<file path="src/rtl/sap_ctrl_pkg.sv">
// ---------------------------------------------------------------------------
// sap_ctrl_pkg
// Shared definitions for the SAP-1 hardwired control sequencer:
//   - opcode constants for the decoded instructions
//   - sequencer state enumeration (PAUSE exists only with SAP_SINGLE_STEP_EN)
//   - control-word bit indices (bit 16 = EP down to bit 0 = LO*)
//   - every control-word value the sequencer can emit
//   - t_onehot(): maps a state onto the one-hot T1..T6 indicator
// Configuration macro: SAP_SINGLE_STEP_EN (adds the PAUSE state).
// ---------------------------------------------------------------------------
package sap_ctrl_pkg;

    localparam logic [3:0] OP_LDA = 4'h0;
    localparam logic [3:0] OP_ADD = 4'h1;
    localparam logic [3:0] OP_SUB = 4'h2;
    localparam logic [3:0] OP_OUT = 4'h3;
    localparam logic [3:0] OP_HLT = 4'hF;

    typedef enum logic [3:0] {
        ST_IDLE  = 4'd0,
        ST_T1    = 4'd1,
        ST_T2    = 4'd2,
        ST_T3    = 4'd3,
        ST_T4    = 4'd4,
        ST_T5    = 4'd5,
        ST_T6    = 4'd6,
`ifdef SAP_SINGLE_STEP_EN
        ST_HALT  = 4'd7,
        ST_PAUSE = 4'd8
`else
        ST_HALT  = 4'd7
`endif
    } state_t;

    // Control-word bit positions; _N marks active-low strobes.
    localparam int CW_EP    = 16;
    localparam int CW_CP    = 15;
    localparam int CW_LM_N  = 14;
    localparam int CW_CE_N  = 13;
    localparam int CW_LI_N  = 12;
    localparam int CW_EI    = 11;
    localparam int CW_CS    = 10;
    localparam int CW_LOAD  = 9;
    localparam int CW_CLR   = 8;
    localparam int CW_INC   = 7;
    localparam int CW_LA_N  = 6;
    localparam int CW_EA    = 5;
    localparam int CW_LB_N  = 4;
    localparam int CW_SU    = 3;
    localparam int CW_AD    = 2;
    localparam int CW_EU    = 1;
    localparam int CW_LO_N  = 0;

    // Inactive word: all active-low strobes high, everything else low.
    localparam logic [16:0] CW_IDLE   = 17'h07051;
    localparam logic [16:0] CW_T1     = 17'h13051;  // EP, LM
    localparam logic [16:0] CW_T2     = 17'h0F051;  // CP
    localparam logic [16:0] CW_T3     = 17'h04051;  // CE, LI
    localparam logic [16:0] CW_T4_MEM = 17'h03851;  // EI, LM (operand address)
    localparam logic [16:0] CW_T4_OUT = 17'h07070;  // EA, LO
    localparam logic [16:0] CW_T5_LDA = 17'h05011;  // CE, LA
    localparam logic [16:0] CW_T5_LDB = 17'h05041;  // CE, LB
    localparam logic [16:0] CW_T6_ADD = 17'h07017;  // AD, EU, LA
    localparam logic [16:0] CW_T6_SUB = 17'h0701B;  // SU, EU, LA

    // Bit 0 = T1 ... bit 5 = T6; zero in every non-T state.
    function automatic logic [5:0] t_onehot(input state_t s);
        logic [5:0] t;
        t = 6'b000000;
        case (s)
            ST_T1:   t = 6'b000001;
            ST_T2:   t = 6'b000010;
            ST_T3:   t = 6'b000100;
            ST_T4:   t = 6'b001000;
            ST_T5:   t = 6'b010000;
            ST_T6:   t = 6'b100000;
            default: t = 6'b000000;
        endcase
        return t;
    endfunction

endpackage

</file>
<file path="src/rtl/sap_cw_decode.sv">
// ---------------------------------------------------------------------------
// sap_cw_decode
// Purely combinational control-word decoder for the SAP-1 sequencer.
// Ports:
//   state  : current registered sequencer state
//   opcode : live IR opcode, used only in T4 (IR is loaded at end of T3)
//   op_r   : opcode captured at the end of T4, used in T5/T6
//   cw     : CW_W-bit control word to the datapath
// ---------------------------------------------------------------------------
module sap_cw_decode
    import sap_ctrl_pkg::*;
#(
    parameter int CW_W = 17
) (
    input  state_t          state,
    input  logic [3:0]      opcode,
    input  logic [3:0]      op_r,
    output logic [CW_W-1:0] cw
);

    always_comb begin
        cw = CW_W'(CW_IDLE);
        case (state)
            ST_T1: cw = CW_W'(CW_T1);
            ST_T2: cw = CW_W'(CW_T2);
            ST_T3: cw = CW_W'(CW_T3);
            ST_T4: begin
                case (opcode)
                    OP_LDA, OP_ADD, OP_SUB: cw = CW_W'(CW_T4_MEM);
                    OP_OUT:                 cw = CW_W'(CW_T4_OUT);
                    default:                cw = CW_W'(CW_IDLE);
                endcase
            end
            ST_T5: begin
                case (op_r)
                    OP_LDA:         cw = CW_W'(CW_T5_LDA);
                    OP_ADD, OP_SUB: cw = CW_W'(CW_T5_LDB);
                    default:        cw = CW_W'(CW_IDLE);
                endcase
            end
            ST_T6: begin
                case (op_r)
                    OP_ADD:  cw = CW_W'(CW_T6_ADD);
                    OP_SUB:  cw = CW_W'(CW_T6_SUB);
                    default: cw = CW_W'(CW_IDLE);
                endcase
            end
            default: cw = CW_W'(CW_IDLE);
        endcase
    end

endmodule

</file>
<file path="src/rtl/sap_hardwired_sequencer.sv">
// ---------------------------------------------------------------------------
// sap_hardwired_sequencer
// Hardwired T1..T6 ring controller for the 8-bit SAP-1 datapath.
// Ports:
//   clk, rst        : clock, synchronous active-high reset
//   run             : start request, honoured only in IDLE
//   opcode          : IR[8:5], valid from T4 onward
//   step_mode, step : single-step controls (only with SAP_SINGLE_STEP_EN)
//   cw              : control word decoded from registered state and op_r
//   t_state         : one-hot T1..T6 (bit 0 = T1), zero outside the ring
//   busy            : high in T1..T6
//   halted          : high in HALT
//   instr_cnt       : retired-instruction counter, wraps modulo 2^CNT_W
// Configuration macro: SAP_SINGLE_STEP_EN adds the step ports and a PAUSE
// state entered after T6 when step_mode is set.
// ---------------------------------------------------------------------------
module sap_hardwired_sequencer
    import sap_ctrl_pkg::*;
#(
    parameter int CW_W  = 17,
    parameter int CNT_W = 8
) (
    input  logic             clk,
    input  logic             rst,
    input  logic             run,
    input  logic [3:0]       opcode,
`ifdef SAP_SINGLE_STEP_EN
    input  logic             step_mode,
    input  logic             step,
`endif
    output logic [CW_W-1:0]  cw,
    output logic [5:0]       t_state,
    output logic             busy,
    output logic             halted,
    output logic [CNT_W-1:0] instr_cnt
);

    state_t             state_q, state_d;
    logic [3:0]         op_r_q, op_r_d;
    logic [CNT_W-1:0]   cnt_q, cnt_d;

    always_comb begin
        state_d = state_q;
        op_r_d  = op_r_q;
        cnt_d   = cnt_q;
        case (state_q)
            ST_IDLE: if (run) state_d = ST_T1;
            ST_T1:   state_d = ST_T2;
            ST_T2:   state_d = ST_T3;
            ST_T3:   state_d = ST_T4;
            ST_T4: begin
                if (opcode == OP_HLT) begin
                    state_d = ST_HALT;
                end else begin
                    state_d = ST_T5;
                    // IR may change later; T5/T6 decode from this copy.
                    op_r_d  = opcode;
                end
            end
            ST_T5:   state_d = ST_T6;
            ST_T6: begin
                cnt_d = cnt_q + CNT_W'(1);
`ifdef SAP_SINGLE_STEP_EN
                state_d = step_mode ? ST_PAUSE : ST_T1;
`else
                state_d = ST_T1;
`endif
            end
            ST_HALT: state_d = ST_HALT;
`ifdef SAP_SINGLE_STEP_EN
            // Dropping step_mode while paused releases the ring as well.
            ST_PAUSE: if (step || !step_mode) state_d = ST_T1;
`endif
            default: state_d = ST_IDLE;
        endcase
    end

    always_ff @(posedge clk) begin
        if (rst) begin
            state_q <= ST_IDLE;
            cnt_q   <= '0;
        end else begin
            state_q <= state_d;
            cnt_q   <= cnt_d;
        end
    end

    // op_r is only read in T5/T6, which are always preceded by a T4 capture.
    always_ff @(posedge clk) begin
        op_r_q <= op_r_d;
    end

    sap_cw_decode #(
        .CW_W (CW_W)
    ) u_cw_decode (
        .state  (state_q),
        .opcode (opcode),
        .op_r   (op_r_q),
        .cw     (cw)
    );

    assign t_state   = t_onehot(state_q);
    assign busy      = |t_state;
    assign halted    = (state_q == ST_HALT);
    assign instr_cnt = cnt_q;

endmodule

</file>
<file path="config.mk">
export PLATFORM = sky130hd
export DESIGN_NAME = sap_hardwired_sequencer
export DESIGN_NICKNAME = d
export VERILOG_FILES = /design/src/rtl/sap_ctrl_pkg.sv /design/src/rtl/sap_cw_decode.sv /design/src/rtl/sap_hardwired_sequencer.sv
export SDC_FILE = /design/constraint.sdc
export NUM_CORES = 1
export LEC_CHECK = 0
export ABC_AREA = 1
export BUFFER_PORTS_ARGS = -buffer_cell sky130_fd_sc_hd__buf_2
export CORE_AREA = 2 2 50 52
export CTS_CLUSTER_SIZE = 8
export DETAILED_ROUTE_END_ITERATION = 16
export DIE_AREA = 0 0 52 54
export MAX_ROUTING_LAYER = met4
export PLACE_DENSITY = 0.8
export SYNTH_ARGS = -nofsm -noshare
export SYNTH_HDL_FRONTEND = slang
export SYNTH_HIERARCHICAL = 1
export SYNTH_SLANG_ARGS = --single-unit
</file>
<file path="constraint.sdc">
create_clock -name clk -period 1.7 [get_ports clk]
set_input_delay 0.085 -clock clk [delete_from_list [all_inputs] [get_ports clk]]
set_output_delay 0.085 -clock clk [all_outputs]
set_load 0.02 [all_outputs]
</file>
Yosys cells after proc, flatten, opt, wreduce, memory -nomap -nowiden. Cells that the tools add are included.

Register bits: 16. Input port bits: 7. Output and inout port bits: 33. Word-level logic and storage cells: 34.

$add $sub $neg: 1. Equality and inequality tests: 14. Muxes and demuxes: 8. Bitwise logic cells: 1. Reductions and logical operators: 7.

Operator list (number): one-hot mux 17 bit (6 select lines) (1); one-hot mux 6 bit (6 select lines) (1); one-hot mux 4 bit (8 select lines) (1); one-hot mux 15 bit (2 select lines) (1); one-hot mux 14 bit (2 select lines) (1); == test 4 x 2 -> 1 bit (second input constant) (5); == test 4 x 3 -> 1 bit (second input constant) (4); one-hot mux 7 bit (2 select lines) (1); == test 4 x 1 -> 1 bit (second input constant) (3); logical NOT 4 bit (3); adder 8 x 1 -> 8 bit (second input constant) (1); OR reduction 6 bit (1); == test 4 bit (second input constant) (1); two-way mux 4 bit (1); OR reduction 3 bit (1); two-way mux 2 bit (1); inequality test 2 bit (second input constant) (1); AND reduction 2 bit (1); OR reduction 2 bit (1); NOT 1 bit (1).

Depth between registers and ports, before layout. Gate-level depths: netlist (run 1).

Word-level depth: 4. Mapped depth: 7. Gate-level depth less buffers: 7.

Modules after synthesis. The synthesis (run 1) kept the hierarchy.

By module, submodules not included: sap_hardwired_sequencer (times used 1, cells each 102, area an instance 723.2 um^2, sequential area each 340.3 um^2); sap_cw_decode (times used 1, cells each 65, area an instance 297.8 um^2, sequential area each 0.0 um^2).

Worst setup path before layout (run 1). No wires, ideal clock.

Kind: register -> register. Start point: register state_q[1]. End point: register op_r_q[0] (enable). Setup time: 0.361 ns. Arrival: 0.943 ns. Setup slack: 0.395 ns. Stages on the path, launching flop included: 4. Path through: dfxtp_1 -> inv_1 -> nand2_1 -> nor3_1.

Word-level cells in the longest chain between the ends: 2.

Ends and longest elaborated chain: start: declaration (line sap_hardwired_sequencer.sv:38) `state_t state_q, state_d;`; start signal: assignment (line sap_hardwired_sequencer.sv:83) `state_q <= state_d;`; == test 4 x 3 -> 1 bit (line sap_hardwired_sequencer.sv:46) `case (state_q)`; AND reduction 2 bit (no line); end signal: assignment (line sap_hardwired_sequencer.sv:90) `op_r_q <= op_r_d;`; end: declaration (line sap_hardwired_sequencer.sv:39) `logic [3:0] op_r_q, op_r_d;`.

No other way between the ends. A chain may end at the register's enable or synchronous reset.

Worst setup path in the final report (run 1).
Start point: register state_q[0]. End point: output cw[14].

Word-level cells in the longest chain between the ends: 2. Elaborated cells between the ends (all ways): 7. Classes of those cells: eq/ne (6); mux (1).

Ends and longest elaborated chain: == test 4 x 3 -> 1 bit (tied with other cells) (line sap_cw_decode.sv:23) `case (state)`; one-hot mux 17 bit (6 select lines) * (line sap_cw_decode.sv:23); end: declaration (line sap_hardwired_sequencer.sv:31) `output logic [CW_W-1:0] cw,`.

Mark *: on every way between the ends. The rest lies on a longest branch, timed or not.

==> metrics.txt, run 1 <==
# TYPE chip_impl_metric gauge
chip_impl_info{name="run_status",value="complete, no violations"} 1
chip_impl_metric{name="skew_final",unit="ns"} 0.00435
chip_impl_metric{name="timing.critical_path.arrival",unit="ns"} 1.40
chip_impl_metric{name="cts.htree.levels",unit=""} 1
chip_impl_metric{name="start_util",unit=""} 0.440
chip_impl_metric{name="drt_drc_violations_left",unit=""} 0
chip_impl_metric{name="synthesis.instances",unit=""} 167
chip_impl_metric{name="dp_worst_setup_slack",unit="ns"} 0.342
chip_impl_info{name="rr_endpoint",value="instr_cnt[6]"} 1
chip_impl_info{name="crit_path_end_kind",value="primary output"} 1
chip_impl_metric{name="max_freq",unit="GHz"} 0.674
chip_impl_metric{name="layout-area-overhead-vs-synth",unit="%"} 25.4
chip_impl_info{name="critical_path.slowest_cell",value="sky130_fd_sc_hd__dfxtp_2"} 1
chip_impl_metric{name="grt_start_max_net_pins",unit=""} 14
chip_impl_metric{name="final_net_count",unit=""} 219
chip_impl_metric{name="max_fanout_on_critical_path",unit=""} 13
chip_impl_metric{name="cp_data_required_time",unit="ns"} 1.62
chip_impl_metric{name="power.ir.vdd_worst",unit="mV"} 0.570
chip_impl_metric{name="ioPinCount",unit=""} 40
chip_impl_metric{name="synth_warnings",unit=""} 6
chip_impl_metric{name="r2r.worst_path.cells",unit=""} 6
chip_impl_info{name="timing_worst_setup_path_type",value="flop to primary output"} 1
chip_impl_metric{name="report.final.setup_viol",unit=""} 0
chip_impl_info{name="crit_path_start_kind",value="flop"} 1
chip_impl_metric{name="synth.distinct_cells",unit=""} 18
chip_impl_metric{name="route.final.wire_length",unit="mm"} 2.09
chip_impl_info{name="timing.hold.worst_endpoint",value="op_r_q[1]"} 1
chip_impl_metric{name="fin_crit",unit="ns"} 1.48
chip_impl_info{name="clockRootBuffer",value="sky130_fd_sc_hd__clkbuf_4"} 1
chip_impl_metric{name="synth_seq_cells",unit=""} 15
chip_impl_metric{name="timing.setup.tns",unit="ns"} 0
chip_impl_metric{name="critical_path.max_stage_delay",unit="ns"} 0.52
chip_impl_metric{name="finalCritPeriodShare",unit=""} 0.873
chip_impl_metric{name="fin_ws",unit="ns"} 0.215
chip_impl_metric{name="power-per-cell-area",unit="mW/mm^2"} 611
chip_impl_metric{name="antenna_violating_nets_post_route",unit=""} 0
chip_impl_metric{name="synth.cell_area",unit="mm^2"} 0.00102
chip_impl_metric{name="maxCapViolations",unit=""} 0
chip_impl_metric{name="latest_clock_arrival_within_the_worst_skew_pair",unit="ns"} 0.29
chip_impl_info{name="most_common_library_cell_in_the_layout_ignoring_fill_and_taps",value="sky130_fd_sc_hd__nand2_1"} 1
chip_impl_metric{name="grt_util_all_layers",unit=""} 0.173
chip_impl_info{name="startpoint_of_the_lowest_slack_hold_path",value="opcode[1]"} 1
chip_impl_metric{name="leakagePower",unit="nW"} 0.649
chip_impl_info{name="regToRegStartpoint",value="instr_cnt[0]"} 1
chip_impl_metric{name="grt_pass1_vias",unit=""} 865
chip_impl_metric{name="wl_per_cell",unit="um"} 8.71
chip_impl_metric{name="drt_pre_antenna_iters",unit=""} 4
chip_impl_info{name="cts_tree",value="built"} 1
chip_impl_info{name="setup_crit_start",value="state_q[0]"} 1
chip_impl_metric{name="num_cts_buffers",unit=""} 3
chip_impl_metric{name="detail_route.iter0.violations",unit=""} 21
chip_impl_metric{name="dieArea",unit="mm^2"} 0.00281
chip_impl_metric{name="holdPathStages",unit=""} 1
chip_impl_info{name="hold_path_class",value="input port to flop"} 1
chip_impl_metric{name="route.detailed.vias_per_inst",unit=""} 4.57
chip_impl_metric{name="via_count",unit=""} 1096
chip_impl_metric{name="syn_avg_cell_area",unit="um^2"} 6.11
chip_impl_metric{name="synth_sequential_area_ratio",unit=""} 0.333
chip_impl_info{name="cp_cell_sequence",value="inv_2 > nand2_2 > inv_2 > nand2_4 > nand2_2 > nor2_2 > nand2_1 > buf_2"} 1
chip_impl_metric{name="grt_first_pass_wirelength",unit="mm"} 3.52
chip_impl_metric{name="die_h",unit="um"} 54
chip_impl_metric{name="globalplace.congestion",unit=""} 0.762
chip_impl_info{name="mostFrequentLayoutCells",value="43 x sky130_fd_sc_hd__nand2_1, 35 x sky130_fd_sc_hd__nor2_1, 35 x sky130_fd_sc_hd__buf_2"} 1
chip_impl_metric{name="die_width",unit="um"} 52
chip_impl_metric{name="timing.final.hold_violations",unit=""} 0
chip_impl_metric{name="cts.reportedPaths.clkPinSlew",unit="ns"} 0.09
chip_impl_metric{name="rows",unit=""} 18
chip_impl_metric{name="antenna_cells",unit=""} 0
chip_impl_metric{name="layout-drive-gt1-share",unit=""} 0.267
chip_impl_metric{name="clkSinkCount",unit=""} 15
chip_impl_info{name="rsz_0062_raised_after_global_routing",value="false"} 1
chip_impl_metric{name="dpl.hpwl",unit="mm"} 1.64
chip_impl_metric{name="slew_violations",unit=""} 0
chip_impl_metric{name="clock_tree.buffer_depth",unit=""} 2
chip_impl_metric{name="grt_antenna_before_repair",unit=""} 0
chip_impl_metric{name="core_region_area",unit="mm^2"} 0.00232
chip_impl_metric{name="reg2reg_slack",unit="ns"} 0.48
chip_impl_metric{name="port-buffer-count",unit=""} 35
chip_impl_metric{name="grt_overflow",unit=""} 0
==> worst max path at each step <==
stage	slack, ns	end
finish	0.22	cw[14]
global route	0.07	cw[14]
CTS	0.01	cw[13]
detailed placement	0.34	cw[13]
global placement	0.40	cw[13]
floorplan	0.40	op_r_q[0]
==> per-layer routing <==
| metal | part of all wire | routed length, um | up-vias | global-route usage |
|---|---|---|---|---|
| met5 | 0 | 0 | - | - |
| met4 | 0.0072 | 15 | 0 | 0.0526 |
| met3 | 0.071 | 149 | 4 | 0.0528 |
| met2 | 0.47 | 978 | 32 | 0.270 |
| met1 | 0.45 | 948 | 473 | 0.215 |
| li1 | - | - | 587 | - |
==> power breakdown <==
group          total [mW]  leakage (nW)  internal (mW)  switching, mW
logic               0.173         0.505         0.0587          0.114
clock network       0.203        0.0177         0.0875          0.116
registers           0.405         0.126          0.378         0.0270
==> critical path, delay by kind of cell (launching register included) <==
family | cells | cell delay (ns)
flops | 1 | 0.52
buf+inv | 3 | 0.28
simple gates | 5 | 0.33
==> cells by family after synthesis <==
kind of cell    synth area share
compound gates            0.0637
fa+ha+maj                 0.0123
buf+inv                    0.132
flops                      0.333
other cells              0.00736
simple gates               0.451
==> state kept, by name, summed over array words and instances, names as in the netlist, named ones only <==
| name | count |
|---|---|
| instr_cnt | 8 |
| op_r_q | 4 |
| state_q | 2 |
==> final cells by class <==
cell class | count | area [um^2]
timing repair buffer | 39 | 213
inverter | 25 | 93.8
fill | 250 | 1040
multi-input combinational | 127 | 564
clock buffer | 3 | 22.5
clock inverter | 1 | 5.00
tap | 30 | 37.5
sequential | 15 | 344
==> repair_timing <==
action	CTS	global route
hold buffers	3	0
endpoints found under the hold margin	4	0
setup buffers	0	0
gates resized for setup	0	3
setup endpoints to repair	0	6
==> synthesized netlist by cell type <==
library cell	n	share of area
sky130_fd_sc_hd__a21oi_1	6	0.029
sky130_fd_sc_hd__buf_4	4	0.029
sky130_fd_sc_hd__buf_6	1	0.011
sky130_fd_sc_hd__conb_1	2	0.0074
sky130_fd_sc_hd__dfxtp_1	11	0.22
sky130_fd_sc_hd__edfxtp_1	4	0.12
sky130_fd_sc_hd__ha_1	1	0.012
sky130_fd_sc_hd__inv_1	22	0.081
sky130_fd_sc_hd__inv_2	3	0.011
sky130_fd_sc_hd__nand2_1	43	0.16
sky130_fd_sc_hd__nand2_2	4	0.025
sky130_fd_sc_hd__nand2_4	1	0.011
sky130_fd_sc_hd__nand3_1	17	0.083
sky130_fd_sc_hd__nor2_1	35	0.13
sky130_fd_sc_hd__nor2_2	3	0.018
sky130_fd_sc_hd__nor2_4	2	0.022
sky130_fd_sc_hd__nor3_1	1	0.0049
sky130_fd_sc_hd__o21ai_0	7	0.034
==> through the flow <==
stage               utilization  cell area, um^2  hold slack [ns]  std cells  total power [mW]
finish                    0.552             1280           0.0162        240             0.781
global route              0.552             1280        -0.000375        240             0.837
CTS                       0.550             1280          0.00697        240             0.791
detailed placement        0.525             1220            0.281        233             0.580
global placement          0.525             1220            0.287        233             0.578
floorplan                     -             1040            0.154        172             0.541
Power figures use the tool's default switching activity.
==> inputs of run 2 (changes only) <==
Settings changed: REMOVE_ABC_BUFFERS set to 1.
==> metrics.txt, run 2 (synthesis results as in run 1) <==
# TYPE chip_impl_metric gauge
chip_impl_metric{name="clock_tree.buffer_depth",unit=""} 2
chip_impl_metric{name="final.hold.worst_slack",unit="ns"} 0.0192
chip_impl_metric{name="cp_data_required_time",unit="ns"} 1.62
chip_impl_metric{name="logic_gate_share_of_total_power",unit=""} 0.223
chip_impl_metric{name="fillers",unit=""} 263
chip_impl_info{name="run_status",value="complete, no violations"} 1
chip_impl_metric{name="antenna_violating_nets_post_route",unit=""} 0
chip_impl_metric{name="timing.setup.tns",unit="ns"} 0
chip_impl_info{name="most_common_library_cell_in_the_layout_ignoring_fill_and_taps",value="sky130_fd_sc_hd__nand2_1"} 1
chip_impl_metric{name="largest_reg_flops",unit=""} 8
chip_impl_metric{name="grt_pass1_vias",unit=""} 852
chip_impl_metric{name="drt_pre_antenna_iters",unit=""} 4
chip_impl_metric{name="seq_power_share",unit=""} 0.515
chip_impl_info{name="rsz_0062_raised_after_global_routing",value="false"} 1
chip_impl_metric{name="internal_power",unit="mW"} 0.527
chip_impl_metric{name="power.ir.vdd_worst",unit="mV"} 0.425
chip_impl_metric{name="grt_overflow",unit=""} 0
chip_impl_metric{name="finalCritPeriodShare",unit=""} 0.905
chip_impl_metric{name="ioPinCount",unit=""} 40
chip_impl_metric{name="power",unit="mW"} 0.783
chip_impl_metric{name="globalplace.congestion",unit=""} 0.795
chip_impl_metric{name="route.detailed.vias_per_inst",unit=""} 4.50
chip_impl_info{name="hold_path_class",value="input port to flop"} 1
chip_impl_metric{name="timing.critical_path.arrival",unit="ns"} 1.45
chip_impl_metric{name="power-per-cell-area",unit="mW/mm^2"} 613
chip_impl_info{name="crit_path_end_kind",value="primary output"} 1
chip_impl_metric{name="timing.final.hold_violations",unit=""} 0
chip_impl_metric{name="drt_drc_violations_left",unit=""} 0
chip_impl_metric{name="multiInputGateArea",unit="um^2"} 564
chip_impl_metric{name="dpl.hpwl",unit="mm"} 1.70
chip_impl_info{name="mostFrequentLayoutCells",value="43 x sky130_fd_sc_hd__nand2_1, 35 x sky130_fd_sc_hd__nor2_1, 35 x sky130_fd_sc_hd__buf_2"} 1
chip_impl_metric{name="final_net_count",unit=""} 219
chip_impl_metric{name="grt_first_pass_wirelength",unit="mm"} 3.35
chip_impl_info{name="clockRootBuffer",value="sky130_fd_sc_hd__clkbuf_4"} 1
chip_impl_info{name="crit_path_start_kind",value="flop"} 1
chip_impl_metric{name="p_sw_frac",unit=""} 0.327
chip_impl_metric{name="dieArea",unit="mm^2"} 0.00281
chip_impl_metric{name="leakagePower",unit="nW"} 0.646
chip_impl_metric{name="cts.reportedPaths.clkPinSlew",unit="ns"} 0.09
chip_impl_metric{name="grt_start_max_net_pins",unit=""} 14
chip_impl_metric{name="max_freq",unit="GHz"} 0.650
chip_impl_metric{name="skew_final",unit="ns"} 0.00151
chip_impl_metric{name="power_frac_clock",unit=""} 0.263
chip_impl_metric{name="register_area",unit="um^2"} 343
chip_impl_metric{name="layout-drive-gt1-share",unit=""} 0.257
chip_impl_info{name="timing_worst_setup_path_type",value="flop to primary output"} 1
chip_impl_metric{name="rows",unit=""} 18
chip_impl_metric{name="start_util",unit=""} 0.440
chip_impl_metric{name="core_region_area",unit="mm^2"} 0.00232
chip_impl_metric{name="num_cts_buffers",unit=""} 3
chip_impl_metric{name="grt_antenna_before_repair",unit=""} 0
chip_impl_metric{name="cts.htree.levels",unit=""} 1
chip_impl_metric{name="antenna_cells",unit=""} 0
chip_impl_metric{name="fin_crit",unit="ns"} 1.54
chip_impl_metric{name="slew_violations",unit=""} 0
chip_impl_metric{name="grt_util_all_layers",unit=""} 0.162
chip_impl_metric{name="layout-area-overhead-vs-synth",unit="%"} 25.1
chip_impl_metric{name="report.final.setup_viol",unit=""} 0
chip_impl_info{name="cts_tree",value="built"} 1
chip_impl_metric{name="p_switching",unit="mW"} 0.256
chip_impl_metric{name="die_width",unit="um"} 52
chip_impl_metric{name="route.final.wire_length",unit="mm"} 2.17
chip_impl_metric{name="maxCapViolations",unit=""} 0
chip_impl_metric{name="max_fanout_on_critical_path",unit=""} 11
chip_impl_metric{name="via_count",unit=""} 1080
chip_impl_metric{name="latest_clock_arrival_within_the_worst_skew_pair",unit="ns"} 0.29
chip_impl_metric{name="die_h",unit="um"} 54
chip_impl_metric{name="port-buffer-count",unit=""} 35
chip_impl_metric{name="clkSinkCount",unit=""} 15
chip_impl_metric{name="detail_route.iter0.violations",unit=""} 16
chip_impl_metric{name="wl_per_cell",unit="um"} 9.03
==> run 2: final timing paths <==
kind / depth (start not counted) / from / to / slack, ns
worst max register to register: 4 / state_q[1] / op_r_q[3] / 0.43
worst min register to register: 1 / instr_cnt[0] / instr_cnt[0] / 0.53
worst max-delay path: 8 / state_q[1] / cw[14] / 0.16
worst min-delay path: 1 / opcode[1] / op_r_q[1] / 0.02
==> run 2: metal layers <==
| layer | track usage | wire length (um) | share of wire | up-vias |
|---|---|---|---|---|
| met5 | - | 0 | 0 | - |
| met4 | 0.0526 | 37 | 0.017 | 0 |
| li1 | - | - | - | 592 |
| met2 | 0.300 | 991 | 0.46 | 28 |
| met1 | 0.177 | 1030 | 0.47 | 454 |
| met3 | 0.0250 | 110 | 0.051 | 6 |
==> run 2: final cells by class <==
| class | count | share of cell area |
|---|---|---|
| Multi-Input combinational cell | 127 | 0.442 |
| Sequential cell | 15 | 0.268 |
| Timing Repair Buffer | 39 | 0.167 |
| Inverter | 25 | 0.0735 |
| Tap cell | 30 | 0.0294 |
| Clock buffer | 4 | 0.0206 |
==> run 2: through the flow <==
stage / std cells / setup WS (ns) / util / area, um^2
final: 240 / 0.162 / 0.551 / 1280
after global routing: 240 / 0.0245 / 0.551 / 1280
after CTS: 238 / 0.0460 / 0.541 / 1250
after detailed placement: 233 / 0.368 / 0.525 / 1220
after global placement: 233 / 0.402 / 0.525 / 1220
after floorplan: 167 / 0.395 / - / 998
==> run 2: power groups by stage <==
stage | combinational [mW] | sequential (mW) | clock, mW
6_report | 0.174 | 0.403 | 0.206
5_1_grt | 0.198 | 0.407 | 0.230
4_1_cts | 0.172 | 0.402 | 0.207
3_5_place_dp | 0.170 | 0.410 | 0
3_3_place_gp | 0.169 | 0.410 | 0
2_1_floorplan | 0.122 | 0.406 | 0
==> run 2: repair_timing <==
item                                   in CTS  in global routing
setup endpoints to repair                   0                  5
gates resized for setup                     0                  2
hold buffers                                1                  2
endpoints found under the hold margin       2                  2
setup buffers                               0                  0
==> run 2: critical path, stage by stage (launching register included) <==
cell,delay [ns]
sky130_fd_sc_hd__dfxtp_1,0.56
sky130_fd_sc_hd__inv_1,0.10
sky130_fd_sc_hd__nand2_1,0.10
sky130_fd_sc_hd__nand2_1,0.06
sky130_fd_sc_hd__nand2_1,0.07
sky130_fd_sc_hd__nand2_1,0.05
sky130_fd_sc_hd__inv_1,0.04
sky130_fd_sc_hd__nand2_1,0.04
sky130_fd_sc_hd__buf_2,0.15
==> inputs of run 3 (changes only) <==
Settings changed: CORE_AREA 2 2 50 52 to 2 2 48 50, DIE_AREA 0 0 52 54 to 0 0 50 52, PLACE_DENSITY 0.8 to 0.86.
Clock period 1.7 ns to 1.85 ns, I/O delays scaled along.
==> metrics.txt, run 3 (synthesis results as in run 1) <==
# TYPE chip_impl_metric gauge
chip_impl_metric{name="latest_clock_arrival_within_the_worst_skew_pair",unit="ns"} 0.28
chip_impl_info{name="cts_tree",value="built"} 1
chip_impl_metric{name="dpl.hpwl",unit="mm"} 1.70
chip_impl_metric{name="clock_tree.buffer_depth",unit=""} 2
chip_impl_metric{name="start_util",unit=""} 0.485
chip_impl_info{name="cp_top_family",value="flip-flops"} 1
chip_impl_metric{name="max_freq",unit="GHz"} 0.628
chip_impl_metric{name="critical_path.max_stage_delay",unit="ns"} 0.51
chip_impl_metric{name="power.ir.vdd_worst",unit="mV"} 0.439
chip_impl_metric{name="dp_worst_setup_slack",unit="ns"} 0.367
chip_impl_metric{name="grt_overflow",unit=""} 0
chip_impl_metric{name="drt_drc_violations_left",unit=""} 0
chip_impl_metric{name="drt_pre_antenna_iters",unit=""} 4
chip_impl_metric{name="final_net_count",unit=""} 216
chip_impl_metric{name="die_h",unit="um"} 52
chip_impl_metric{name="ioPinCount",unit=""} 40
chip_impl_info{name="most_common_library_cell_in_the_layout_ignoring_fill_and_taps",value="sky130_fd_sc_hd__nand2_1"} 1
chip_impl_metric{name="layout-area-overhead-vs-synth",unit="%"} 22.1
chip_impl_metric{name="cp_num_buf_inv",unit=""} 3
chip_impl_metric{name="grt_util_met2",unit=""} 0.303
chip_impl_metric{name="leakagePower",unit="nW"} 0.631
chip_impl_metric{name="power-per-cell-area",unit="mW/mm^2"} 569
chip_impl_info{name="clockRootBuffer",value="sky130_fd_sc_hd__clkbuf_4"} 1
chip_impl_metric{name="timing.final.hold_violations",unit=""} 0
chip_impl_metric{name="antenna_cells",unit=""} 0
chip_impl_metric{name="r2r.worst_path.cells",unit=""} 3
chip_impl_metric{name="grt_util_all_layers",unit=""} 0.196
chip_impl_info{name="grt_busiest_layer",value="met2"} 1
chip_impl_metric{name="timing.critical_path.arrival",unit="ns"} 1.50
chip_impl_metric{name="fin_ws",unit="ns"} 0.257
chip_impl_metric{name="grt_start_max_net_pins",unit=""} 14
chip_impl_metric{name="rows",unit=""} 17
chip_impl_metric{name="finalCritPeriodShare",unit=""} 0.861
chip_impl_metric{name="largest_reg_flops",unit=""} 8
chip_impl_info{name="hold_path_class",value="input port to flop"} 1
chip_impl_metric{name="relSlewSlack",unit=""} 0.650
chip_impl_metric{name="report.final.setup_viol",unit=""} 0
chip_impl_metric{name="core_region_area",unit="mm^2"} 0.00211
chip_impl_metric{name="port-buffer-count",unit=""} 35
chip_impl_metric{name="route.final.wire_length",unit="mm"} 2.15
chip_impl_metric{name="finalInstanceArea",unit="mm^2"} 0.00125
chip_impl_metric{name="skew_final",unit="ns"} 0.00278
chip_impl_info{name="run_status",value="complete, no violations"} 1
chip_impl_info{name="rsz_0062_raised_after_global_routing",value="false"} 1
chip_impl_info{name="crit_path_frequent_cell",value="sky130_fd_sc_hd__nand2_1"} 1
chip_impl_metric{name="fin_crit",unit="ns"} 1.59
chip_impl_metric{name="cp_data_required_time",unit="ns"} 1.76
chip_impl_info{name="crit_path_end_kind",value="primary output"} 1
chip_impl_info{name="timing_worst_setup_path_type",value="flop to primary output"} 1
chip_impl_metric{name="grt.met3_usage",unit=""} 0.0517
chip_impl_metric{name="antenna_violating_nets_post_route",unit=""} 0
chip_impl_metric{name="clkSinkCount",unit=""} 15
chip_impl_metric{name="timing.setup.tns",unit="ns"} 0
chip_impl_metric{name="layout-drive-gt1-share",unit=""} 0.251
chip_impl_metric{name="detail_route.iter0.violations",unit=""} 31
chip_impl_metric{name="worstMarginPinSlew",unit="ns"} 0.520
chip_impl_metric{name="grt_antenna_before_repair",unit=""} 0
chip_impl_info{name="crit_path_start_kind",value="flop"} 1
chip_impl_metric{name="route.detailed.vias_per_inst",unit=""} 4.63
chip_impl_metric{name="dieArea",unit="mm^2"} 0.00260
chip_impl_metric{name="postCtsSetupRepairBufs",unit=""} 0
chip_impl_info{name="critical_path.slowest_cell",value="sky130_fd_sc_hd__dfxtp_1"} 1
chip_impl_metric{name="globalplace.congestion",unit=""} 0.838
chip_impl_metric{name="slew_violations",unit=""} 0
chip_impl_metric{name="max_fanout_on_critical_path",unit=""} 10
chip_impl_metric{name="via_count",unit=""} 1088
chip_impl_metric{name="grt_first_pass_wirelength",unit="mm"} 3.83
chip_impl_metric{name="maxCapViolations",unit=""} 0
chip_impl_metric{name="final.hold.worst_slack",unit="ns"} 0.0164
chip_impl_metric{name="die_width",unit="um"} 50
chip_impl_metric{name="grt_pass1_vias",unit=""} 919
chip_impl_metric{name="wl_per_cell",unit="um"} 9.14
chip_impl_info{name="cp_cell_sequence",value="inv_1 > nor2_4 > nand2_2 > nand2_1 > nand2_1 > inv_1 > nand2_1 > buf_2"} 1
chip_impl_metric{name="cts.htree.levels",unit=""} 1
chip_impl_metric{name="cts.reportedPaths.clkPinSlew",unit="ns"} 0.08
chip_impl_metric{name="number_of_cells_on_the_critical_path",unit=""} 8
chip_impl_metric{name="use_met1",unit=""} 0.253
chip_impl_info{name="mostFrequentLayoutCells",value="43 x sky130_fd_sc_hd__nand2_1, 35 x sky130_fd_sc_hd__nor2_1, 35 x sky130_fd_sc_hd__buf_2"} 1
chip_impl_metric{name="post_dp_cell_area",unit="mm^2"} 0.00121
chip_impl_metric{name="num_cts_buffers",unit=""} 3
chip_impl_metric{name="holdPathStages",unit=""} 1
==> run 3: cell count changes in the layout (fill, tap and decap cells not counted) <==
cell / change
sky130_fd_sc_hd__dfxtp_1: +1
sky130_fd_sc_hd__buf_4: -1
sky130_fd_sc_hd__dlygate4sd3_1: -2
sky130_fd_sc_hd__dfxtp_2: -1
==> run 3: where the power goes <==
group          internal [mW]  switching, mW  leakage (nW)
clock network         0.0838         0.0975        0.0150
registers              0.347         0.0232         0.125
logic                 0.0502          0.108         0.491
total                  0.481          0.229         0.631
==> run 3: cell type report <==
cell class	instances	area, um^2
sequential	15	342
multi-input combinational	127	564
fill	219	860
inverter	25	93.8
timing repair buffer	36	185
clock buffer	4	26.3
tap	28	35.0
==> run 3: timing repair <==
item,4_1_cts,5_1_grt
hold endpoints to repair,2,0
setup endpoints to repair,0,1
hold buffers,1,0
resized for setup,0,1
==> run 3: path summary, 6_finish.rpt <==
check / start / to / slack [ns]
hold / removal: opcode[2] / op_r_q[2] / 0.02
setup reg to reg: state_q[1] / op_r_q[0] / 0.38
setup / recovery: flop / cw[14] / 0.26
hold reg to reg: instr_cnt[0] / instr_cnt[0] / 0.53
==> run 3: layer usage <==
metal / part of all wire / wire [um] / vias up
li1: - / - / 582
met1: 0.48 / 1040 / 467
met2: 0.44 / 949 / 35
met3: 0.066 / 142 / 4
met4: 0.010 / 22 / 0
met5: 0 / 0 / -
==> run 3: metrics by stage <==
step / util / instances / total power [mW]
after floorplan: - / 167 / 0.485
after global placement: 0.574 / 230 / 0.530
after detailed placement: 0.574 / 230 / 0.533
after CTS: 0.591 / 235 / 0.715
after global routing: 0.592 / 235 / 0.754
final: 0.592 / 235 / 0.709
